`config.mk`:
```
export PLATFORM = sky130hd
export DESIGN_NAME = acc_cpu_core
export DESIGN_NICKNAME = d
export VERILOG_FILES = /design/src/rtl/acc_cpu_core.sv
export SDC_FILE = /design/constraint.sdc
export NUM_CORES = 1
export LEC_CHECK = 0
export CORE_ASPECT_RATIO = 0.5
export CORE_MARGIN = 5
export CORE_UTILIZATION = 43
export CTS_CLUSTER_SIZE = 30
export DETAILED_ROUTE_END_ITERATION = 16
export GPL_TIMING_DRIVEN = 0
export PLACE_DENSITY_LB_ADDON = 0.3
export SKIP_CTS_REPAIR_TIMING = 1
export SYNTH_ARGS = -nofsm -noshare
export SYNTH_HDL_FRONTEND = slang
export SYNTH_SLANG_ARGS = --single-unit
```
`constraint.sdc`:
```
create_clock -name clk -period 3.9 [get_ports clk]
set_clock_uncertainty 0.15 [all_clocks]
set_input_delay 0.975 -clock clk [delete_from_list [all_inputs] [get_ports clk]]
set_output_delay 0.975 -clock clk [all_outputs]
set_load 0.02 [all_outputs]
```
`src/rtl/acc_cpu_core.sv`:
```
`default_nettype none
// ============================================================================
//  Module      : acc_cpu_core
//  Description : Parametrised accumulator CPU core. A three-cycle
//                FETCH/DECODE/EXEC sequencer runs a program held in an
//                external synchronous ROM. The core has an internal data
//                RAM, an accumulator and carry/zero flags.
//  Revision    : 1.0 - initial release
// ============================================================================
module acc_cpu_core #(
  parameter int DATA_W = 4,
  parameter int PC_W   = 4,
  parameter int RAM_AW = 4
) (
  input  logic              clk,
  input  logic              rst,
  input  logic              run,
  output logic [PC_W-1:0]   prog_addr,
  input  logic [DATA_W+3:0] prog_data,
  output logic [DATA_W-1:0] acc,
  output logic              flag_c,
  output logic              flag_z,
  output logic              busy,
  output logic              halted
);

  // --------------------------------------------------------------------------
  // Sequencer states
  // --------------------------------------------------------------------------
  localparam logic [2:0] c_IDLE   = 3'd0;
  localparam logic [2:0] c_FETCH  = 3'd1;
  localparam logic [2:0] c_DECODE = 3'd2;
  localparam logic [2:0] c_EXEC   = 3'd3;
  localparam logic [2:0] c_HALT   = 3'd4;

  // --------------------------------------------------------------------------
  // Opcodes
  // --------------------------------------------------------------------------
  localparam logic [3:0] c_OP_NOP  = 4'h0;
  localparam logic [3:0] c_OP_LDI  = 4'h1;
  localparam logic [3:0] c_OP_LDM  = 4'h2;
  localparam logic [3:0] c_OP_STM  = 4'h3;
  localparam logic [3:0] c_OP_ADDI = 4'h4;
  localparam logic [3:0] c_OP_ADDM = 4'h5;
  localparam logic [3:0] c_OP_SUBI = 4'h6;
  localparam logic [3:0] c_OP_SUBM = 4'h7;
  localparam logic [3:0] c_OP_ANDM = 4'h8;
  localparam logic [3:0] c_OP_ORM  = 4'h9;
  localparam logic [3:0] c_OP_XORM = 4'hA;
  localparam logic [3:0] c_OP_NOT  = 4'hB;
  localparam logic [3:0] c_OP_JMP  = 4'hC;
  localparam logic [3:0] c_OP_JZ   = 4'hD;
  localparam logic [3:0] c_OP_JC   = 4'hE;
  localparam logic [3:0] c_OP_HLT  = 4'hF;

  localparam int              c_RAM_DEPTH = 2 ** RAM_AW;
  localparam logic [PC_W-1:0] c_PC_ONE    = 1;

  // --------------------------------------------------------------------------
  // Architectural and pipeline registers
  // --------------------------------------------------------------------------
  logic [2:0]        r_state;
  logic [PC_W-1:0]   r_pc;
  logic [DATA_W+3:0] r_ir;
  logic [DATA_W-1:0] r_acc;
  logic              r_flagC;
  logic              r_flagZ;
  logic [DATA_W-1:0] r_ramRd;
  logic [DATA_W-1:0] r_ram [c_RAM_DEPTH];

  // --------------------------------------------------------------------------
  // Instruction fields and execute-stage controls
  // --------------------------------------------------------------------------
  logic [3:0]        w_opcode;
  logic [DATA_W-1:0] w_operand;
  logic [RAM_AW-1:0] w_ramWrAddr;
  logic [RAM_AW-1:0] w_ramRdAddr;
  logic [PC_W-1:0]   w_jmpTarget;
  logic              w_inExec;

  logic [DATA_W-1:0] w_aluSrc;
  logic [DATA_W:0]   w_sum;
  logic [DATA_W:0]   w_diff;

  logic              w_accWe;
  logic [DATA_W-1:0] w_accNext;
  logic              w_cWe;
  logic              w_cNext;
  logic              w_jump;
  logic              w_halt;
  logic              w_ramWe;

  assign w_opcode    = r_ir[DATA_W+3:DATA_W];
  assign w_operand   = r_ir[DATA_W-1:0];
  // High operand bits beyond the RAM/PC width are simply dropped.
  assign w_ramWrAddr = w_operand[RAM_AW-1:0];
  assign w_ramRdAddr = prog_data[RAM_AW-1:0];
  assign w_jmpTarget = w_operand[PC_W-1:0];
  assign w_inExec    = (r_state == c_EXEC);

  // Odd arithmetic opcodes (ADDM/SUBM) take the RAM word, even ones the immediate.
  assign w_aluSrc = w_opcode[0] ? r_ramRd : w_operand;

  // One extra bit on the left holds carry-out (add) or borrow (subtract).
  assign w_sum  = {1'b0, r_acc} + {1'b0, w_aluSrc};
  assign w_diff = {1'b0, r_acc} - {1'b0, w_aluSrc};

  // Decode the latched opcode into accumulator, carry, branch and halt actions.
  always_comb begin
    w_accWe   = 1'b0;
    w_accNext = r_acc;
    w_cWe     = 1'b0;
    w_cNext   = r_flagC;
    w_jump    = 1'b0;
    w_halt    = 1'b0;
    case (w_opcode)
      c_OP_NOP: begin
      end
      c_OP_LDI: begin
        w_accWe   = 1'b1;
        w_accNext = w_operand;
      end
      c_OP_LDM: begin
        w_accWe   = 1'b1;
        w_accNext = r_ramRd;
      end
      c_OP_STM: begin
      end
      c_OP_ADDI, c_OP_ADDM: begin
        w_accWe   = 1'b1;
        w_accNext = w_sum[DATA_W-1:0];
        w_cWe     = 1'b1;
        w_cNext   = w_sum[DATA_W];
      end
      c_OP_SUBI, c_OP_SUBM: begin
        // Carry set means no borrow, i.e. acc >= operand before the op.
        w_accWe   = 1'b1;
        w_accNext = w_diff[DATA_W-1:0];
        w_cWe     = 1'b1;
        w_cNext   = ~w_diff[DATA_W];
      end
      c_OP_ANDM: begin
        w_accWe   = 1'b1;
        w_accNext = r_acc & r_ramRd;
        w_cWe     = 1'b1;
        w_cNext   = 1'b0;
      end
      c_OP_ORM: begin
        w_accWe   = 1'b1;
        w_accNext = r_acc | r_ramRd;
        w_cWe     = 1'b1;
        w_cNext   = 1'b0;
      end
      c_OP_XORM: begin
        w_accWe   = 1'b1;
        w_accNext = r_acc ^ r_ramRd;
        w_cWe     = 1'b1;
        w_cNext   = 1'b0;
      end
      c_OP_NOT: begin
        w_accWe   = 1'b1;
        w_accNext = ~r_acc;
        w_cWe     = 1'b1;
        w_cNext   = 1'b0;
      end
      c_OP_JMP: begin
        w_jump = 1'b1;
      end
      c_OP_JZ: begin
        w_jump = r_flagZ;
      end
      c_OP_JC: begin
        w_jump = r_flagC;
      end
      c_OP_HLT: begin
        w_halt = 1'b1;
      end
      default: begin
      end
    endcase
  end

  // A store that lands on the same edge as reset is dropped.
  assign w_ramWe = w_inExec && (w_opcode == c_OP_STM) && !rst;

  // Sequencer, program counter, instruction register, accumulator and flags.
  always_ff @(posedge clk) begin
    if (rst) begin
      r_state <= c_IDLE;
      r_pc    <= '0;
      r_ir    <= '0;
      r_acc   <= '0;
      r_flagC <= 1'b0;
      r_flagZ <= 1'b0;
    end else begin
      case (r_state)
        c_IDLE: begin
          if (run) begin
            r_state <= c_FETCH;
          end
        end
        c_FETCH: begin
          // prog_addr already equals pc; the ROM word arrives during DECODE.
          r_state <= c_DECODE;
        end
        c_DECODE: begin
          r_ir    <= prog_data;
          r_state <= c_EXEC;
        end
        c_EXEC: begin
          if (w_halt) begin
            r_state <= c_HALT;
          end else begin
            r_state <= c_FETCH;
            r_pc    <= w_jump ? w_jmpTarget : (r_pc + c_PC_ONE);
          end
          if (w_accWe) begin
            r_acc   <= w_accNext;
            r_flagZ <= (w_accNext == '0);
          end
          if (w_cWe) begin
            r_flagC <= w_cNext;
          end
        end
        c_HALT: begin
          // Terminal until reset.
        end
        default: begin
          r_state <= c_IDLE;
        end
      endcase
    end
  end

  // Data RAM: write from EXEC, registered read addressed by the ROM word in DECODE.
  always_ff @(posedge clk) begin
    if (w_ramWe) begin
      r_ram[w_ramWrAddr] <= r_acc;
    end
    if (r_state == c_DECODE) begin
      r_ramRd <= r_ram[w_ramRdAddr];
    end
  end

  // --------------------------------------------------------------------------
  // Outputs
  // --------------------------------------------------------------------------
  assign prog_addr = r_pc;
  assign acc       = r_acc;
  assign flag_c    = r_flagC;
  assign flag_z    = r_flagZ;
  assign busy      = (r_state == c_FETCH) || (r_state == c_DECODE) || w_inExec;
  assign halted    = (r_state == c_HALT);

endmodule
`default_nettype wire

```
# Yosys cells after proc, flatten, opt, wreduce, memory -nomap -nowiden
# Memory sizes are Yosys's and may differ from the RTL's. A register that Yosys moved wholly into a read port is not among the register bits.
# Index checks and enable logic that the tools add are counted.
dict set report totals {
  regBits 21
  ramBits 64
  elab_cells 67
  in_bits 11
  mem_count 1
}
dict set report classes {
  n_reduce_logical 17
  n_addsub 3
  n_eq_ne 20
  bitwise_logic 7
  n_mux 13
}
# name words width read_ports rd_clocked_by_memory_dff wr line
set mem_list {}
lappend mem_list {r_ram 16 4 1 1 1 69} ;# logic [DATA_W-1:0] r_ram [c_RAM_DEPTH];
# operator count
set op_table {}
lappend op_table {{$eq 4x4->1 const B} 8}
lappend op_table {{$pmux 4 s8} 1}
lappend op_table {{$eq 4x3->1 const B} 4}
lappend op_table {{$pmux 3 s5} 1}
lappend op_table {{$reduce_or 10->1} 1}
lappend op_table {{$eq 4x2->1 const B} 2}
lappend op_table {{$mux 4} 2}
lappend op_table {{$reduce_or 8->1} 1}
lappend op_table {{$eq 3x2->1 const B} 2}
lappend op_table {{$mux 3} 2}
lappend op_table {{$pmux 1 s3} 2}
lappend op_table {{$reduce_and 2->1} 3}
lappend op_table {{$add 4x4->5} 1}
lappend op_table {{$mux 1} 5}
lappend op_table {{$sub 4x4->5} 1}
lappend op_table {{$add 4x1->4 const B} 1}
lappend op_table {{$and 4x4->4} 1}
lappend op_table {{$eq 4x1->1 const B} 1}
lappend op_table {{$logic_not 4->1} 1}
lappend op_table {{$not 4->4} 1}
lappend op_table {{$or 4x4->4} 1}
lappend op_table {{$reduce_or 2->1} 2}
lappend op_table {{$reduce_or 4->1} 1}
lappend op_table {{$xor 4x4->4} 1}
lappend op_table {{other kinds (10)} 14}

# Logic depth before layout (Yosys ltp)
# Gate-level depths: netlist (run 1).
dict set report logic_depth {
  depth_word 5
  ltp_mapped 10
  mapped_depth_nobuf 9
}

# Least setup slack after synthesis (run 1)
# Ideal clock, no wire load.
dict set report synth_timing {
  path_kind {in2reg}
  startpoint {input port prog_data[1]}
  endpoint {register r_ramRd[0], read port of r_ram, data pin}
  path_buffers 2
  t_arrival_ns 2.334
  slack_ns 1.144
  required_time_ns 3.478
  setup_ns 0.272
  path_stages 4
  cell_sequence {clkbuf_1 > buf_1 > mux4_2 > mux4_2}
}
# element line
set synth_rtl {}
lappend synth_rtl {{from (decl)} 19} ;# input logic [DATA_W+3:0] prog_data,
lappend synth_rtl {{to (decl)} 68} ;# logic [DATA_W-1:0] r_ramRd;

# Worst setup path in the final report (run 1)
dict set report layout_timing {
  startpoint {register r_acc[1], in the netlist acc[1]}
  endpoint {output port acc[1]}
}
# element line
set layout_rtl {}
lappend layout_rtl {{from (decl)} 65} ;# logic [DATA_W-1:0] r_acc;
lappend layout_rtl {{from (signal assigned)} 218} ;# r_acc <= w_accNext;
lappend layout_rtl {{to (decl)} 20} ;# output logic [DATA_W-1:0] acc,
# No word-level cell between the ends.

==> run_results.csv, run 1 <==
group,metric,value,unit
run_status,status,"completed",
synthesis,ys_seq_elements,89,
die,dieArea,12580,µm²
global_routing,grt.overflow.total,0,
cells_and_area,syn2layout_area_growth,15.06,%
timing,setup_viol,0,
cells_and_area,final_cell_mix,"68 x edfxtp_1, 38 x nor2_1, 21 x dfxtp_1, 19 x ha_1, 19 x clkdlybuf4s50_1",
timing,fin_crit_sh,0.8458,
detailed_routing,detail_route.wl_per_cell,18.45,µm
global_routing,antenna_found_initial,0,
synthesis,synth_ff_type,"edfxtp_1",
placed_design,post-place-cells,494,
setup_path,criticalPathCategory,"flip-flop to output pin",
detailed_routing,num_vias,2855,
die,die_w,153.7,µm
power,ir_worst_vdd,0.1701,mV
synthesis,synth_warnings,0,
setup_path,crit_slowest_cell,"dfxtp_1",
timing,slew_violations,0,
die,core_area,10150,µm²
cts,cts_tree,"yes",
synthesis,synthDistinctLibCells,55,
power,total_power,2.127,mW
die,io_pins,23,
synthesis,synth_edf_count,68,
timing,period_minus_slack,3.299,ns
power,p_leak,1.775,nW
synthesis,synth.avg_cell_area,13.25,µm²
cts,cts_sinks,89,
cells_and_area,fin_cells,510,
detailed_routing,drt_pass1_iterations,5,
die,chipHeight,81.84,µm
detailed_routing,ant_nets,0,
global_routing,grt_max_degree,26,
global_routing,grt_pass1_vias,2915,
placed_design,hpwl,6470,µm
timing,worstMarginPinSlew,1.119,ns
timing,grt_setup_unrepaired,"false",
detailed_routing,routed_wl,9412,µm
global_routing,grt_pass1_wl,15550,µm
placed_design,gp_congestion,0.9134,
cts,clkLatencyLatePin,0.34,ns
synthesis,async_flop_share,0,
cts,ctsRootBufferMaster,"clkbuf_16",
setup_path,worstPathMaxFanout,25,
placed_design,io_buffer_count,19,
detailed_routing,drtIter0Drc,204,
timing,hold_ws,0.3671,ns
die,row_count,26,
synthesis,synthCells,335,
timing,max_slew_margin,0.2529,
setup_path,path_cells,"clkdlybuf4s50_1",
power,power_density,416.5,nW/µm²
setup_path,worst_setup_path_start_kind,"flip-flop",
synthesis,yosys.area.top_type_share,0.4601,
detailed_routing,vias_per_cell,5.598,
cells_and_area,drive_gt1_frac,0.1081,
cells_and_area,final_common_cell,"edfxtp_1",
flow_run,max-cap-violations,0,
global_routing,grt_usage,0.1608,
cells_and_area,finalNetCount,397,
timing,hold_violations,0,
cts,clockBufferDepth,2,
timing,fin_tns_setup,0,ns
timing,fmax,0.3031,GHz
setup_path,cp_slowest_stage_delay,1.06,ns
cells_and_area,diodes,0,
setup_path,cp.buffers_inverters,1,
setup_path,worst_setup_path_end_kind,"output pin",
setup_path,required,2.77,ns
cts,clkTransAtPathRegs,0.06,ns
synthesis,seq_area_frac_synth,0.5548,
detailed_routing,drc_errors,0,
setup_path,critPathArrivalTime,2.17,ns
cts,numCtsBuffers,9,
die,start_util,0.4373,
synthesis,syn_area,4438,µm²
cts,htree_levels,3,
synthesis,synth_fp_nets,367,
worst_hold_path,hold_path.class,"flip-flop to flip-flop",
synthesis,synth_area_leader_cell,"edfxtp_1",
cells_and_area,n_fill_cell,874,
setup_path,cpLargestDelayFamily,"flip-flops",
synthesis,synth.top_cells.by_area,"edfxtp_1 46%, dfxtp_1 9.5%, mux4_2 5.6%",
cell type report:
| type | instances | area [µm²] | area share |
|---|---|---|---|
| clock inverters | 6 | 73.82 | 0.01446 |
| multi-input cells | 212 | 1809 | 0.3543 |
| plain buffers | 17 | 102.6 | 0.02009 |
| clock buffers | 10 | 229.0 | 0.04484 |
| flip-flops and latches | 89 | 2462 | 0.4822 |
| inverters | 17 | 63.81 | 0.01250 |
| well taps | 140 | 175.2 | 0.03431 |
| repair buffers | 19 | 190.2 | 0.03725 |
state kept, by name (all words and copies together), names as in the netlist:
signal	flops
acc	4
flag_c	1
flag_z	1
prog_addr	4
r_ir	8
r_ram	64
r_ramRd	4
r_state	3
layer usage:
metal,GRT usage,share of wire,vias up
met4,0.05463,0.010,0
met5,0,0,-
met3,0.03684,0.080,8
met1,0.2103,0.42,1406
li1,-,-,1345
met2,0.2699,0.49,96
Yosys cell counts (3+ instances only):
cell	n
edfxtp_1	68
inv_1	17
nand2_1	11
nor3b_1	3
a211oi_1	8
nor3_1	8
a21oi_1	13
clkbuf_1	8
nor2_1	38
ha_1	19
nand2b_1	4
buf_2	3
dfxtp_1	21
o21bai_1	3
mux4_1	9
nand3_1	10
nor2b_1	9
or3_1	3
buf_4	3
mux2i_1	14
o21ai_0	9
mux4_2	11
logic make-up after synthesis:
| kind of cell | synth area share |
|---|---|
| buf+inv | 0.03749 |
| xor+xnor | 0.005922 |
| mux | 0.1458 |
| simple gates | 0.1164 |
| fa+ha+maj | 0.06259 |
| flops | 0.5548 |
| compound gates | 0.07697 |
worst paths after layout:
| kind | startpoint | to | slack (ns) | cells after the start |
|---|---|---|---|---|
| worst min register to register | flag_c | flag_c | 0.37 | 2 |
| worst max register to register | r_ir[4] | flag_z | 0.88 | 8 |
| worst min-delay path | flag_c | flag_c | 0.37 | 2 |
| worst max-delay path | acc[1] | acc[1] | 0.60 | 1 |
where the power goes:
part / internal, mW / leakage [nW] / switching [mW]
Clock: 0.504 / 0.141 / 0.357
Sequential: 1.03 / 0.799 / 0.0246
Combinational: 0.0967 / 0.834 / 0.118
Total: 1.63 / 1.77 / 0.499
through the flow:
stage / area [µm²] / util / setup WS [ns]
after detailed placement: 4803 / 0.4733 / 0.5289
after global routing: 5106 / 0.5031 / 0.4838
final: 5106 / 0.5031 / 0.6013
after global placement: 4803 / 0.4733 / 0.5522
after CTS: 5106 / 0.5031 / 0.5659
after floorplan: 4438 / - / 1.144
Power figures use the tool's default switching activity.
==> run 2: changes to the inputs <==
Clock period 3.9 ns to 3 ns, I/O delays scaled along.
==> run 2 against run 1 <==
Sequential share of layout area barely moved. Combinational power rose by 30%. Worst setup slack worse by 0.47 ns. Global-route usage unchanged. Worst hold slack improved by 0.0018 ns. Via count increased by 1.6%. Critical path depth rose by 3. Register-to-register slack worse by 0.67 ns. Sequential cell count is the same. Non-clock buffer count decreased by 1. Critical endpoint is now r_ram[3][0]. Largest power group unchanged. Highest routed layer unchanged.
==> run_results.csv, run 2 (synthesis gave the netlist of run 1 again) <==
group,metric,value,unit
run_status,status,"completed",
flow_run,max-cap-violations,0,
power,total_power,2.777,mW
setup_path,required,2.85,ns
placed_design,post-place-cells,494,
power,ir_worst_vdd,0.2253,mV
cells_and_area,syn2layout_area_growth,15.28,%
timing,hold_violations,0,
setup_path,criticalPathCategory,"input pin to flip-flop",
global_routing,antenna_found_initial,0,
die,io_pins,23,
setup_path,cpLargestDelayFamily,"simple AND/OR/NAND/NOR gates",
detailed_routing,detail_route.wl_per_cell,18.65,µm
detailed_routing,drt_pass1_iterations,5,
cells_and_area,final_common_cell,"edfxtp_1",
power,swShare,0.2377,
global_routing,busiest_layer,"met2",
setup_path,cp.buffers_inverters,1,
cells_and_area,finalNetCount,396,
power,p_sw,0.6601,mW
timing,setup_viol,0,
cts,clockBufferDepth,2,
setup_path,worstPathMaxFanout,5,
global_routing,use_met2,0.2699,
die,row_count,26,
cts,cts_sinks,89,
cts,cts_tree,"yes",
timing,fmax,0.3481,GHz
setup_path,critPathArrivalTime,2.73,ns
timing,period_minus_slack,2.873,ns
cells_and_area,largest_register_ffs,64,
global_routing,grt_max_degree,26,
setup_path,cp_slowest_stage_delay,0.64,ns
die,die_w,153.7,µm
timing,max_slew_margin,0.4486,
cells_and_area,largestRegisters,"r_ram x64, r_ir x8",
worst_hold_path,hold_path.class,"flip-flop to flip-flop",
cts,numCtsBuffers,9,
placed_design,hpwl,6470,µm
timing,fin_crit_sh,0.9576,
cts,clkLatencyLatePin,0.34,ns
detailed_routing,ant_nets,0,
cells_and_area,fin_cells,509,
setup_path,crit_slowest_cell,"nor4_2",
power,p_seq_frac,0.493,
global_routing,met3_usage,0.03684,
power,power_density,542.7,nW/µm²
global_routing,globalRouteMet1Util,0.2103,
global_routing,grt_usage,0.1608,
timing,grt_setup_unrepaired,"false",
cells_and_area,diodes,0,
detailed_routing,num_vias,2902,
die,core_area,10150,µm²
detailed_routing,vias_per_cell,5.701,
power,p_int,2.117,mW
detailed_routing,routed_wl,9493,µm
placed_design,io_buffer_count,19,
detailed_routing,drtIter0Drc,188,
setup_path,path_cells,"clkdlybuf4s50_1, nor4_2, or3b_1, nor2_1",
timing,slew_violations,0,
power,power_frac_clock,0.406,
cells_and_area,top_register,"r_ram",
setup_path,worst_setup_path_start_kind,"input pin",
cells_and_area,final_cell_mix,"68 x edfxtp_1, 38 x nor2_1, 19 x ha_1, 19 x clkdlybuf4s50_1",
global_routing,grt.overflow.total,0,
cells_and_area,drive_gt1_frac,0.1247,
cts,clkTransAtPathRegs,0.06,ns
global_routing,grt_pass1_vias,2915,
die,dieArea,12580,µm²
placed_design,gp_congestion,0.9134,
setup_path,worst_setup_path_end_kind,"flip-flop",
detailed_routing,drc_errors,0,
cts,ctsRootBufferMaster,"clkbuf_16",
cts,htree_levels,3,
power,pwr-share-comb,0.100,
timing,worstMarginPinSlew,0.8260,ns
global_routing,grt_pass1_wl,15550,µm
die,start_util,0.4373,
die,chipHeight,81.84,µm
power,p_leak,1.777,nW
==> run 2: changes by cell type in the layout (fill, tap and decap cells not counted) <==
cell / previous run / this run
dfxtp_1: 21 / 17
dfxtp_2: 0 / 4
a211oi_1: 8 / 7
a211oi_2: 0 / 1
clkbuf_1: 9 / 8
mux2i_1: 14 / 13
mux2i_2: 0 / 1
==> run 2: layout make-up <==
class | instances | area (µm²)
fillers | 870 | 5034
flip-flops and latches | 89 | 2467
well taps | 140 | 175.2
inverters | 17 | 63.81
multi-input cells | 212 | 1818
clock inverters | 6 | 73.82
plain buffers | 16 | 98.84
repair buffers | 19 | 190.2
clock buffers | 10 | 229.0
==> run 2: power by group through the flow <==
stage	clock network (mW)	logic (mW)	registers (mW)
global route	1.20	0.308	1.37
finish	1.13	0.279	1.37
CTS	1.15	0.279	1.37
floorplan	0	0.201	1.38
detailed placement	0	0.277	1.39
global placement	0	0.271	1.39
==> run 2: path summary, 6_finish.rpt <==
path	from	to	depth (start not counted)	slack [ns]
setup / recovery	rst	r_ram[3][0]	4	0.13
hold / removal	flag_c	flag_c	2	0.37
setup reg to reg	r_ir[4]	flag_z	8	0.21
hold reg to reg	flag_c	flag_c	2	0.37
==> run 2: through the flow <==
stage	hold WS [ns]	setup WS, ns	utilization	area, µm²	TNS (ns)
6_report	0.3689	0.1271	0.5041	5116	0
5_1_grt	0.3886	0.04376	0.5041	5116	0
4_1_cts	0.3676	-0.1091	0.5031	5106	-0.1091
3_5_place_dp	0.3523	-0.1461	0.4733	4803	-2.924
3_3_place_gp	0.3382	-0.1228	0.4733	4803	-2.261
2_1_floorplan	0.3336	0.4691	-	4438	0
==> run 2: worst reg2reg max path, delay by kind of cell, from the launching register on <==
| kind | cells | cell delay, ns |
|---|---|---|
| AOI/OAI and AO/OA | 4 | 0.90 |
| adders and majority gates | 2 | 0.69 |
| buffers and inverters | 1 | 0.22 |
| DFF | 1 | 0.40 |
| muxes | 1 | 0.38 |
==> run 2: routing by layer <==
layer  vias to the layer above  part of all wire
li1                       1335                 -
met1                      1451              0.44
met2                        96              0.48
met3                        20             0.056
met4                         0             0.020
met5                         -                 0
==> run 3: changes to the inputs <==
==> constraint.sdc (replaced) <==
create_clock -name clk -period 3 [get_ports clk]
set_clock_uncertainty 0.15 [all_clocks]
set_input_delay 0.6 -clock clk [delete_from_list [all_inputs] [get_ports clk]]
set_output_delay 0.6 -clock clk [all_outputs]
set_load 0.02 [all_outputs]
==> run 3 against run 2 <==
Via count did not move. Sequential share of layout area about the same. Critical path type is now flip-flop to output pin. Sequential cell count did not move. Sequential power about the same.
==> run_results.csv, run 3 (synthesis gave the netlist of run 1 again) <==
group,metric,value,unit
run_status,status,"completed",
timing,fin_tns_setup,0,ns
cells_and_area,final_common_cell,"edfxtp_1",
die,row_count,26,
power,p_leak,1.776,nW
worst_hold_path,holdPathEnd,"flag_c",
worst_hold_path,hold_path.class,"flip-flop to flip-flop",
die,io_pins,23,
setup_path,criticalPathCategory,"flip-flop to output pin",
setup_path,worst_setup_path_start_kind,"flip-flop",
flow_run,max-cap-violations,0,
cts,htree_levels,3,
cells_and_area,finalNetCount,396,
setup_path,worst_setup_path_end_kind,"output pin",
setup_path,reg2reg_depth,8,
cells_and_area,largest_register_ffs,64,
setup_path,required,2.25,ns
setup_path,reg2reg_slack,0.21,ns
global_routing,grt_usage,0.1608,
cells_and_area,drive_gt1_frac,0.1192,
power,ir_worst_vdd,0.2253,mV
global_routing,grt.overflow.total,0,
global_routing,grt_pass1_wl,15550,µm
detailed_routing,drt_pass1_iterations,5,
setup_path,path_cells,"clkdlybuf4s50_1",
die,start_util,0.4373,
timing,setup_viol,0,
cells_and_area,top_register,"r_ram",
detailed_routing,detail_route.wl_per_cell,18.65,µm
detailed_routing,vias_per_cell,5.701,
power,total_power,2.777,mW
die,chipHeight,81.84,µm
placed_design,gp_congestion,0.9134,
cts,clkLatencyLatePin,0.34,ns
worst_hold_path,hp-start,"flag_c",
cts,numCtsBuffers,9,
timing,period_minus_slack,2.822,ns
timing,max_slew_margin,0.3475,
detailed_routing,ant_nets,0,
power,power_density,543.0,nW/µm²
cts,clockBufferDepth,2,
placed_design,io_buffer_count,19,
global_routing,grt_pass1_vias,2915,
setup_path,cpLargestDelayFamily,"flip-flops",
die,core_area,10150,µm²
detailed_routing,drc_errors,0,
global_routing,antenna_found_initial,0,
cts,clkTransAtPathRegs,0.06,ns
cts,cts_tree,"yes",
timing,grt_setup_unrepaired,"false",
timing,fmax,0.3543,GHz
global_routing,grt_max_degree,26,
cells_and_area,diodes,0,
placed_design,hpwl,6470,µm
setup_path,cp_slowest_stage_delay,0.96,ns
timing,worstMarginPinSlew,0.9774,ns
power,pwr-share-comb,0.100,
worst_hold_path,whs_path_depth,2,
timing,slew_violations,0,
power,p_int,2.117,mW
placed_design,place_area,4803,µm²
power,p_seq_frac,0.493,
detailed_routing,routed_wl,9493,µm
power,power_frac_clock,0.406,
die,dieArea,12580,µm²
setup_path,r2r-start,"r_ir[4]",
cells_and_area,final_cell_mix,"68 x edfxtp_1, 38 x nor2_1, 19 x ha_1, 19 x dfxtp_1, 19 x clkdlybuf4s50_1",
cells_and_area,fin_util,0.5038,
cts,ctsRootBufferMaster,"clkbuf_16",
cells_and_area,stdcell_area,5114,µm²
detailed_routing,drtIter0Drc,188,
cells_and_area,largestRegisters,"r_ram x64, r_ir x8",
timing,fin_crit_sh,0.9407,
detailed_routing,num_vias,2902,
cells_and_area,syn2layout_area_growth,15.22,%
power,p_sw,0.6601,mW
setup_path,critPathArrivalTime,2.07,ns
setup_path,r2r_end,"flag_z",
setup_path,cp.buffers_inverters,1,
setup_path,worstPathMaxFanout,24,
cts,cts_sinks,89,
placed_design,post-place-cells,494,
setup_path,crit_slowest_cell,"dfxtp_1",
cells_and_area,fin_cells,509,
timing,hold_violations,0,
power,swShare,0.2377,
die,die_w,153.7,µm
[run 3: cell counts in the layout (fill, tap and decap cells not counted)]
No cell type changed its count.
[run 3: per-layer routing]
layer  global-route usage  vias up  wire, µm
li1                     -     1335         -
met1               0.2103     1451      4193
met5                    0        -         0
met3              0.03684       20       535
met4              0.05463        0       188
met2               0.2699       96      4575
[run 3: layout make-up]
class                   count  area, µm²
well taps                 140      175.2
repair buffers             19      190.2
clock buffers              10      229.0
inverters                  17      63.81
clock inverters             6      73.82
multi-input cells         212       1818
plain buffers              16      98.84
fillers                   870       5036
flip-flops and latches     89       2465
[run 3: through the flow]
stage | setup slack (ns) | hold slack, ns
floorplan | 0.5293 | 0.3336
global placement | 0.02718 | 0.3382
detailed placement | 0.003928 | 0.3523
CTS | 0.02134 | 0.3676
global route | 0.04376 | 0.3886
finish | 0.1779 | 0.3689
[run 3: power by group through the flow]
stage          combinational (mW)  sequential, mW  clock, mW
4_1_cts                     0.279            1.37       1.15
5_1_grt                     0.308            1.37       1.20
2_1_floorplan               0.201            1.38          0
3_5_place_dp                0.277            1.39          0
3_3_place_gp                0.271            1.39          0
6_report                    0.279            1.37       1.13
[run 3: worst max path at each step]
stage	from	to	slack [ns]	cells after the start
6_report	acc[2]	acc[2]	0.18	1
5_1_grt	acc[0]	flag_z	0.04	7
4_1_cts	r_ir[4]	flag_z	0.02	8
3_5_place_dp	rst	r_ram[3][3]	0.004	4
3_3_place_gp	rst	r_ram[1][1]	0.03	4
2_1_floorplan	r_ir[4]	flag_z	0.53	8
